--- config.mk ---
export PLATFORM = sky130hd
export DESIGN_NAME = asic_freq
export DESIGN_NICKNAME = d
export VERILOG_FILES = /design/src/rtl/asic_freq.sv
export SDC_FILE = /design/constraint.sdc
export NUM_CORES = 1
export LEC_CHECK = 0
export ABC_AREA = 1
export ABC_CLOCK_PERIOD_IN_PS = 12100
export CORE_MARGIN = 3
export CORE_UTILIZATION = 45
export DETAILED_ROUTE_END_ITERATION = 10
export PLACE_DENSITY = 0.73
export SLEW_MARGIN = 10
export SYNTH_ARGS = -nofsm -noshare
export SYNTH_HDL_FRONTEND = slang
export SYNTH_SLANG_ARGS = --single-unit
--- constraint.sdc ---
create_clock -name clk -period 12.1 [get_ports clk]
set_clock_uncertainty 0.05 [all_clocks]
set_input_delay 3.63 -clock clk [delete_from_list [all_inputs] [get_ports clk]]
set_output_delay 3.63 -clock clk [all_outputs]
set_load 0.1 [all_outputs]
--- src/rtl/asic_freq.sv ---
// asic_freq: frequency-counter peripheral for one harness project slot.
//
// Counts rising edges of an asynchronous test signal over a programmable
// window of system clocks, keeps a free-running edge count, streams each
// windowed result out of a UART pin and drives a 9-digit multiplexed
// 7-segment display.
//
// Ports:
//   clk       system clock
//   rst       asynchronous active-high reset
//   addr      register word address (bus byte address bits 5:2)
//   value     write data
//   strobe    write enable, one clock wide, full 32-bit writes only
//   samplee   asynchronous signal under test
//   o         edge count latched at the end of the last window
//   oc        free-running edge count, wraps modulo 2^32
//   tx        UART output, 8N1, idle high
//   col_drvs  one-hot digit select, bit i selects digit i
//   seg_drvs  segments {dp,g,f,e,d,c,b,a}, active-high
//
// Register map (word addresses):
//   0 div     UART clocks per bit, values below 4 are raised to 4
//   1 period  window length in clocks, 0 behaves as 1
//   2 mode    bit 0: 0 = display o, 1 = display the digit registers
//   3 digits  digits 0..7, one nibble each, digit 0 in bits 3:0
//   4 digit8  nibble shown on digit 8 in mode 1
//   5 dps     decimal point per digit, bit i for digit i
module asic_freq #(
  parameter logic [31:0] UART_DIV_RST = 32'd217,
  parameter logic [31:0] PERIOD_RST   = 32'd10000000,
  parameter int          SCAN_BITS    = 10
) (
  input  logic        clk,
  input  logic        rst,
  input  logic [3:0]  addr,
  input  logic [31:0] value,
  input  logic        strobe,
  input  logic        samplee,
  output logic [31:0] o,
  output logic [31:0] oc,
  output logic        tx,
  output logic [8:0]  col_drvs,
  output logic [7:0]  seg_drvs
);

  typedef enum logic [1:0] {
    UART_IDLE,
    UART_START,
    UART_DATA,
    UART_STOP
  } uart_state_t;

  // Configuration registers
  logic [31:0] div;
  logic [31:0] period;
  logic        mode;
  logic [31:0] digits;
  logic [3:0]  digit8;
  logic [8:0]  dps;

  // Input synchronizer and edge detect
  logic sync_meta;
  logic sync_cur;
  logic sync_prev;
  logic edge_hit;

  // Measurement window
  logic [31:0] tick;
  logic [31:0] win_cnt;
  logic [31:0] period_last;
  logic        close_win;
  logic        send_req;

  // UART transmitter
  uart_state_t uart_state;
  uart_state_t uart_state_nxt;
  logic [31:0] bit_timer;
  logic [2:0]  bit_idx;
  logic [1:0]  byte_idx;
  logic [31:0] shift;
  logic [7:0]  cur_byte;
  logic        bit_done;
  logic        tx_nxt;

  // Display scan
  logic [SCAN_BITS-1:0] scan_cnt;
  logic [3:0]           scan_idx;
  logic [4:0]           nib_lsb;
  logic [3:0]           nibble;
  logic                 blank;
  logic [6:0]           seg7;

  // Register file. div is clamped so every UART bit lasts at least four
  // clocks; period is stored as written and the zero case is handled where
  // the window length is derived.
  always_ff @(posedge clk or posedge rst) begin
    if (rst) begin
      div    <= UART_DIV_RST;
      period <= PERIOD_RST;
      mode   <= 1'b0;
      digits <= 32'd0;
      digit8 <= 4'd0;
      dps    <= 9'd0;
    end else if (strobe) begin
      case (addr)
        4'd0: div    <= (value < 32'd4) ? 32'd4 : value;
        4'd1: period <= value;
        4'd2: mode   <= value[0];
        4'd3: digits <= value;
        4'd4: digit8 <= value[3:0];
        4'd5: dps    <= value[8:0];
        default: ;
      endcase
    end
  end

  // Two-flop synchronizer plus one more flop for edge detection. A rising
  // edge on the pin reaches the counters on the third clock.
  always_ff @(posedge clk or posedge rst) begin
    if (rst) begin
      sync_meta <= 1'b0;
      sync_cur  <= 1'b0;
      sync_prev <= 1'b0;
    end else begin
      sync_meta <= samplee;
      sync_cur  <= sync_meta;
      sync_prev <= sync_cur;
    end
  end

  assign edge_hit = sync_cur & ~sync_prev;

  // The >= compare lets a shortened period close an overlong window on the
  // very next clock instead of waiting for tick to wrap.
  assign period_last = (period == 32'd0) ? 32'd0 : (period - 32'd1);
  assign close_win   = (tick >= period_last);

  // Window and free-running counters. The edge seen on the closing cycle
  // belongs to the window being closed. send_req is registered so the UART
  // captures o after it has taken the new result.
  always_ff @(posedge clk or posedge rst) begin
    if (rst) begin
      tick     <= 32'd0;
      win_cnt  <= 32'd0;
      o        <= 32'd0;
      oc       <= 32'd0;
      send_req <= 1'b0;
    end else begin
      oc       <= oc + {31'd0, edge_hit};
      send_req <= close_win;
      if (close_win) begin
        o       <= win_cnt + {31'd0, edge_hit};
        win_cnt <= 32'd0;
        tick    <= 32'd0;
      end else begin
        win_cnt <= win_cnt + {31'd0, edge_hit};
        tick    <= tick + 32'd1;
      end
    end
  end

  assign cur_byte = shift[31:24];
  assign bit_done = (bit_timer == 32'd0);

  // UART state register.
  always_ff @(posedge clk or posedge rst) begin
    if (rst) begin
      uart_state <= UART_IDLE;
    end else begin
      uart_state <= uart_state_nxt;
    end
  end

  // UART next state and line level. Each state lasts one bit time; the data
  // state repeats for eight bits and the stop state chains into the next
  // start bit until all four bytes have gone out.
  always_comb begin
    uart_state_nxt = uart_state;
    tx_nxt         = 1'b1;
    case (uart_state)
      UART_IDLE: begin
        if (send_req) uart_state_nxt = UART_START;
      end
      UART_START: begin
        tx_nxt = 1'b0;
        if (bit_done) uart_state_nxt = UART_DATA;
      end
      UART_DATA: begin
        tx_nxt = cur_byte[bit_idx];
        if (bit_done && (bit_idx == 3'd7)) uart_state_nxt = UART_STOP;
      end
      UART_STOP: begin
        if (bit_done) begin
          uart_state_nxt = (byte_idx == 2'd3) ? UART_IDLE : UART_START;
        end
      end
      default: uart_state_nxt = UART_IDLE;
    endcase
  end

  // UART datapath. The bit timer is reloaded from div at every bit start so
  // a divider write lands on the next bit boundary. The line is driven from
  // a flop so the pin never glitches on state decode.
  always_ff @(posedge clk or posedge rst) begin
    if (rst) begin
      tx        <= 1'b1;
      bit_timer <= 32'd0;
      bit_idx   <= 3'd0;
      byte_idx  <= 2'd0;
      shift     <= 32'd0;
    end else begin
      tx <= tx_nxt;
      if (uart_state == UART_IDLE) begin
        if (send_req) begin
          shift     <= o;
          byte_idx  <= 2'd0;
          bit_idx   <= 3'd0;
          bit_timer <= div - 32'd1;
        end
      end else if (bit_done) begin
        bit_timer <= div - 32'd1;
        if (uart_state == UART_DATA) begin
          bit_idx <= bit_idx + 3'd1;
        end
        if (uart_state == UART_STOP) begin
          shift    <= {shift[23:0], 8'd0};
          byte_idx <= byte_idx + 2'd1;
        end
      end else begin
        bit_timer <= bit_timer - 32'd1;
      end
    end
  end

  // Display scan: each digit is held for 2^SCAN_BITS clocks, index 0..8.
  always_ff @(posedge clk or posedge rst) begin
    if (rst) begin
      scan_cnt <= '0;
      scan_idx <= 4'd0;
    end else begin
      scan_cnt <= scan_cnt + SCAN_BITS'(1);
      if (&scan_cnt) begin
        scan_idx <= (scan_idx == 4'd8) ? 4'd0 : (scan_idx + 4'd1);
      end
    end
  end

  assign nib_lsb = {scan_idx[2:0], 2'b00};

  // Digit source: in mode 0 digits 0..7 show o and digit 8 is dark; in
  // mode 1 everything comes from the digit registers.
  always_comb begin
    nibble = 4'd0;
    blank  = 1'b0;
    if (scan_idx < 4'd8) begin
      nibble = mode ? digits[nib_lsb +: 4] : o[nib_lsb +: 4];
    end else if (mode) begin
      nibble = digit8;
    end else begin
      blank = 1'b1;
    end
  end

  // Hex to segments {g,f,e,d,c,b,a}.
  always_comb begin
    seg7 = 7'h00;
    case (nibble)
      4'h0: seg7 = 7'h3F;
      4'h1: seg7 = 7'h06;
      4'h2: seg7 = 7'h5B;
      4'h3: seg7 = 7'h4F;
      4'h4: seg7 = 7'h66;
      4'h5: seg7 = 7'h6D;
      4'h6: seg7 = 7'h7D;
      4'h7: seg7 = 7'h07;
      4'h8: seg7 = 7'h7F;
      4'h9: seg7 = 7'h6F;
      4'hA: seg7 = 7'h77;
      4'hB: seg7 = 7'h7C;
      4'hC: seg7 = 7'h39;
      4'hD: seg7 = 7'h5E;
      4'hE: seg7 = 7'h79;
      4'hF: seg7 = 7'h71;
      default: seg7 = 7'h00;
    endcase
  end

  // Drive the selected column and its segments plus decimal point.
  always_comb begin
    col_drvs = 9'd0;
    col_drvs = 9'd1 << scan_idx;
    seg_drvs = {dps[scan_idx], blank ? 7'h00 : seg7};
  end

endmodule

==> out/metrics.csv <==
stage;metric;value;unit
die;die width;211;um
sta;unrepaired setup endpoints after global routing;no;
die;Die H;211;um
drt;routed vias/inst;5.28;
drt;Avg WL per Cell;16.7;um
yosys;Top FF cell, synth;dfrtp_1;
drt;DRT Pass-1 Iters;6;
yosys;post-synth top area cell;dfrtp_1;
pwr;peak supply drop;0.0000906;V
worst_setup_path;data required time at the worst endpoint;8420;ps
clock_tree;clock sinks;328;
layout;final instance area;21900;um2
yosys;largest family of logic cells by synthesized area;simple AND/OR/NAND/NOR gates;
sta;final setup fails;0;
pwr;P per Cell Area;176;nW/um2
global_route;vias in the first global route;15800;
sta;relative slew slack;0.275;
sta;Final min period;8060;ps
sta;Final WS setup;4040;ps
global_route;initial antenna violation count;0;
worst_setup_path;Startpoint Class;flop;
yosys;top-count cell post-synth;nand2_1;
place;PortBufs;121;
yosys;mux cell area share after synthesis;0;
clock_tree;Worst-path clk slew;60;ps
sta;total negative slack;0;ps
die;# IOs;122;
yosys;Synth Area in XOR/XNOR;0.0625;
worst_setup_path;Register-to-Register Setup Slack;7110;ps
yosys;Post-synth top cells;nand2_1 (544), inv_1 (323), dfrtp_1 (314);
yosys;Netlist cell types;51;
die;Initial Util;0.459;
flow_run;max_cap viols;0;
layout;Nets;2650;
clock_tree;total CTS buffers;38;
place;Cells after DPL;3041;
clock_tree;TritonCTS clock tree;done;
layout;fin util;0.531;
global_route;first-pass GRT wire length;83900;um
global_route;largest net degree at the start of global routing;181;
drt;final WL;51900;um
yosys;#FFs+latches synth;328;
yosys;post-synthesis adder-cell area fraction;0.0403;
clock_tree;number of gates resized after CTS;0;
worst_setup_path;Max FO, Critical Path;27;
sta;ratio of final minimum period to clock period;0.666;
layout;layout overhead on the synthesized area;15.6;%
yosys;Post-synth EDFFs;0;
yosys;Yosys warnings;0;
clock_tree;Setup Fix Bufs, Post-CTS;0;
clock_tree;Clock Path Buffers;3;
die;Rows;74;
sta;FMAX;124;MHz
drt;first-iteration detailed-routing DRC count;1340;
hold_path;worst hold path type;flop to flop;
place;placer's final routability congestion estimate;0.980;
yosys;simple-gate share of the synthesized area;0.276;
yosys;ys async rst share;1.00;
clock_tree;Skew-Pair Late Insertion Delay;560;ps
yosys;area fraction in compound gates after synthesis;0.102;
yosys;largest cells by area after synthesis;dfrtp_1 (42%), nand2_1 (11%), inv_1 (6.4%);
yosys;Netlist Area Pre-Place;18900;um2
sta;Worst Tran Pin Value;1080;ps
place;placed cell areas;20500;um2
sta;Max Transition Viols Final;0;
clock_tree;clock root buffer;clkbuf_16;
sta;Final Hold Viols;0;
layout;share of cells above drive strength 1;0.0683;
drt;drt drc;0;
worst_setup_path;Critical Path AT;4380;ps
pwr;Final Power;3.86;mW
clock_tree;H-tree depth;2;
yosys;syn avg cell area;7.72;um2
global_route;overall routing resource usage;0.234;
place;pre-CTS setup slack;4670;ps
worst_setup_path;CP Class;flop to primary output;
place;HPWL after detailed placement;38600;um
worst_setup_path;CP endpoint kind;primary output;
status;run status;finished, final reports clean;
drt;DR vias;16400;
die;Placeable Area;41200;um2
drt;antenna viol nets, final;0;
clock_tree;CTS Hold Bufs;0;
pwr;Leak;10.0;nW
yosys;share of the synthesized area in the top cell type;0.415;
layout;final cell count without fillers;3110;
yosys;syn_nets;2551;
global_route;gr ovfl total;0;
yosys;post-synthesis sequential area ratio;0.435;
yosys;Post-Synthesis Cells;2450;
die;die area;44500;um2
sta;worst hold margin;299;ps
[power breakdown]
part	internal [mW]	leakage, nW	switching [mW]
logic	0.372	5.09	0.814
registers	1.28	4.29	0.177
clock network	0.741	0.644	0.474
[path summary, 6_finish.rpt]
| kind | cells after the start | from | end |
|---|---|---|---|
| worst max-delay path | 12 | scan_idx[0]$_DFFE_PP0P_ | seg_drvs[3] |
| worst min-delay path | 0 | sync_meta$_DFF_PP0_ | sync_cur$_DFF_PP0_ |
| worst max register to register | 19 | period[13]$_DFFE_PP0P_ | o[24]$_DFFE_PP0P_ |
| worst min register to register | 0 | sync_meta$_DFF_PP0_ | sync_cur$_DFF_PP0_ |
| max in group asynchronous | 4 | rst | o[31]$_DFFE_PP0P_ |
| min in group asynchronous | 3 | rst | oc[6]$_DFF_PP0_ |
[metal layers]
| metal | part of all wire | up-vias | track usage |
|---|---|---|---|
| met5 | 0 | - | 0 |
| met4 | 0.028 | 0 | 0.0716 |
| met2 | 0.46 | 433 | 0.378 |
| met3 | 0.056 | 84 | 0.0322 |
| met1 | 0.45 | 7811 | 0.330 |
| li1 | - | 8095 | - |
[logic make-up (layout without fill, tap and decap cells)]
family / after synthesis / after routing
compound gates: 358 / 358
other cells: 0 / 1
buf+inv: 402 / 529
simple gates: 1166 / 1166
flops: 328 / 328
xor+xnor: 135 / 135
fa+ha+maj: 61 / 61
[placed cells by master (no fill, tap or decap), drive strengths merged, types with 2 or more instances in the layout]
cell type / synthesis / layout
dfstp: 14 / 14
clkdlybuf4s50: 0 / 121
xor2: 103 / 103
nand3: 150 / 150
clkinvlp: 0 / 2
bufinv: 0 / 5
o31ai: 3 / 3
clkbuf: 32 / 54
nor2: 289 / 289
nand3b: 6 / 6
xnor2: 32 / 32
or4: 2 / 2
a31oi: 3 / 3
buf: 37 / 7
a22oi: 3 / 3
or2: 14 / 14
o21ai: 261 / 261
o22ai: 10 / 10
inv: 333 / 335
o211ai: 20 / 20
ha: 61 / 61
nand4: 55 / 55
clkinv: 0 / 5
o21bai: 7 / 7
o21a: 2 / 2
o221ai: 4 / 4
dfrtp: 314 / 314
nor4: 19 / 19
nor3: 69 / 69
a21oi: 42 / 42
o311ai: 2 / 2
nand2: 557 / 557
[cell type report]
type | count | area (um2)
Timing Repair Buffer | 128 | 1280
Antenna cell | 1 | 2.50
Sequential cell | 328 | 8230
Fill cell | 3818 | 19300
Inverter | 333 | 1260
Clock inverter | 14 | 228
Tap cell | 532 | 666
Clock buffer | 54 | 1090
Multi-Input combinational cell | 1720 | 9120
[sequential cells by signal (all words and copies together) (netlist names), 32 cells and up]
register / count
bit_timer: 32
digits: 32
o: 32
oc: 32
shift: 32
tick: 32
period: 32
div: 32
win_cnt: 32
[critical path, cell delays in order (launching register included)]
cell and delay (ps):
dfrtp_1 820, inv_2 400, nand2_1 160, nand3_1 80, nand3_1 110, nand2_1 50, nor2_1 320, inv_1 150
ha_1 220, nand3_1 150, a21oi_1 100, nor2_1 120, clkdlybuf4s50_1 1140
Power figures use the tool's default switching activity.
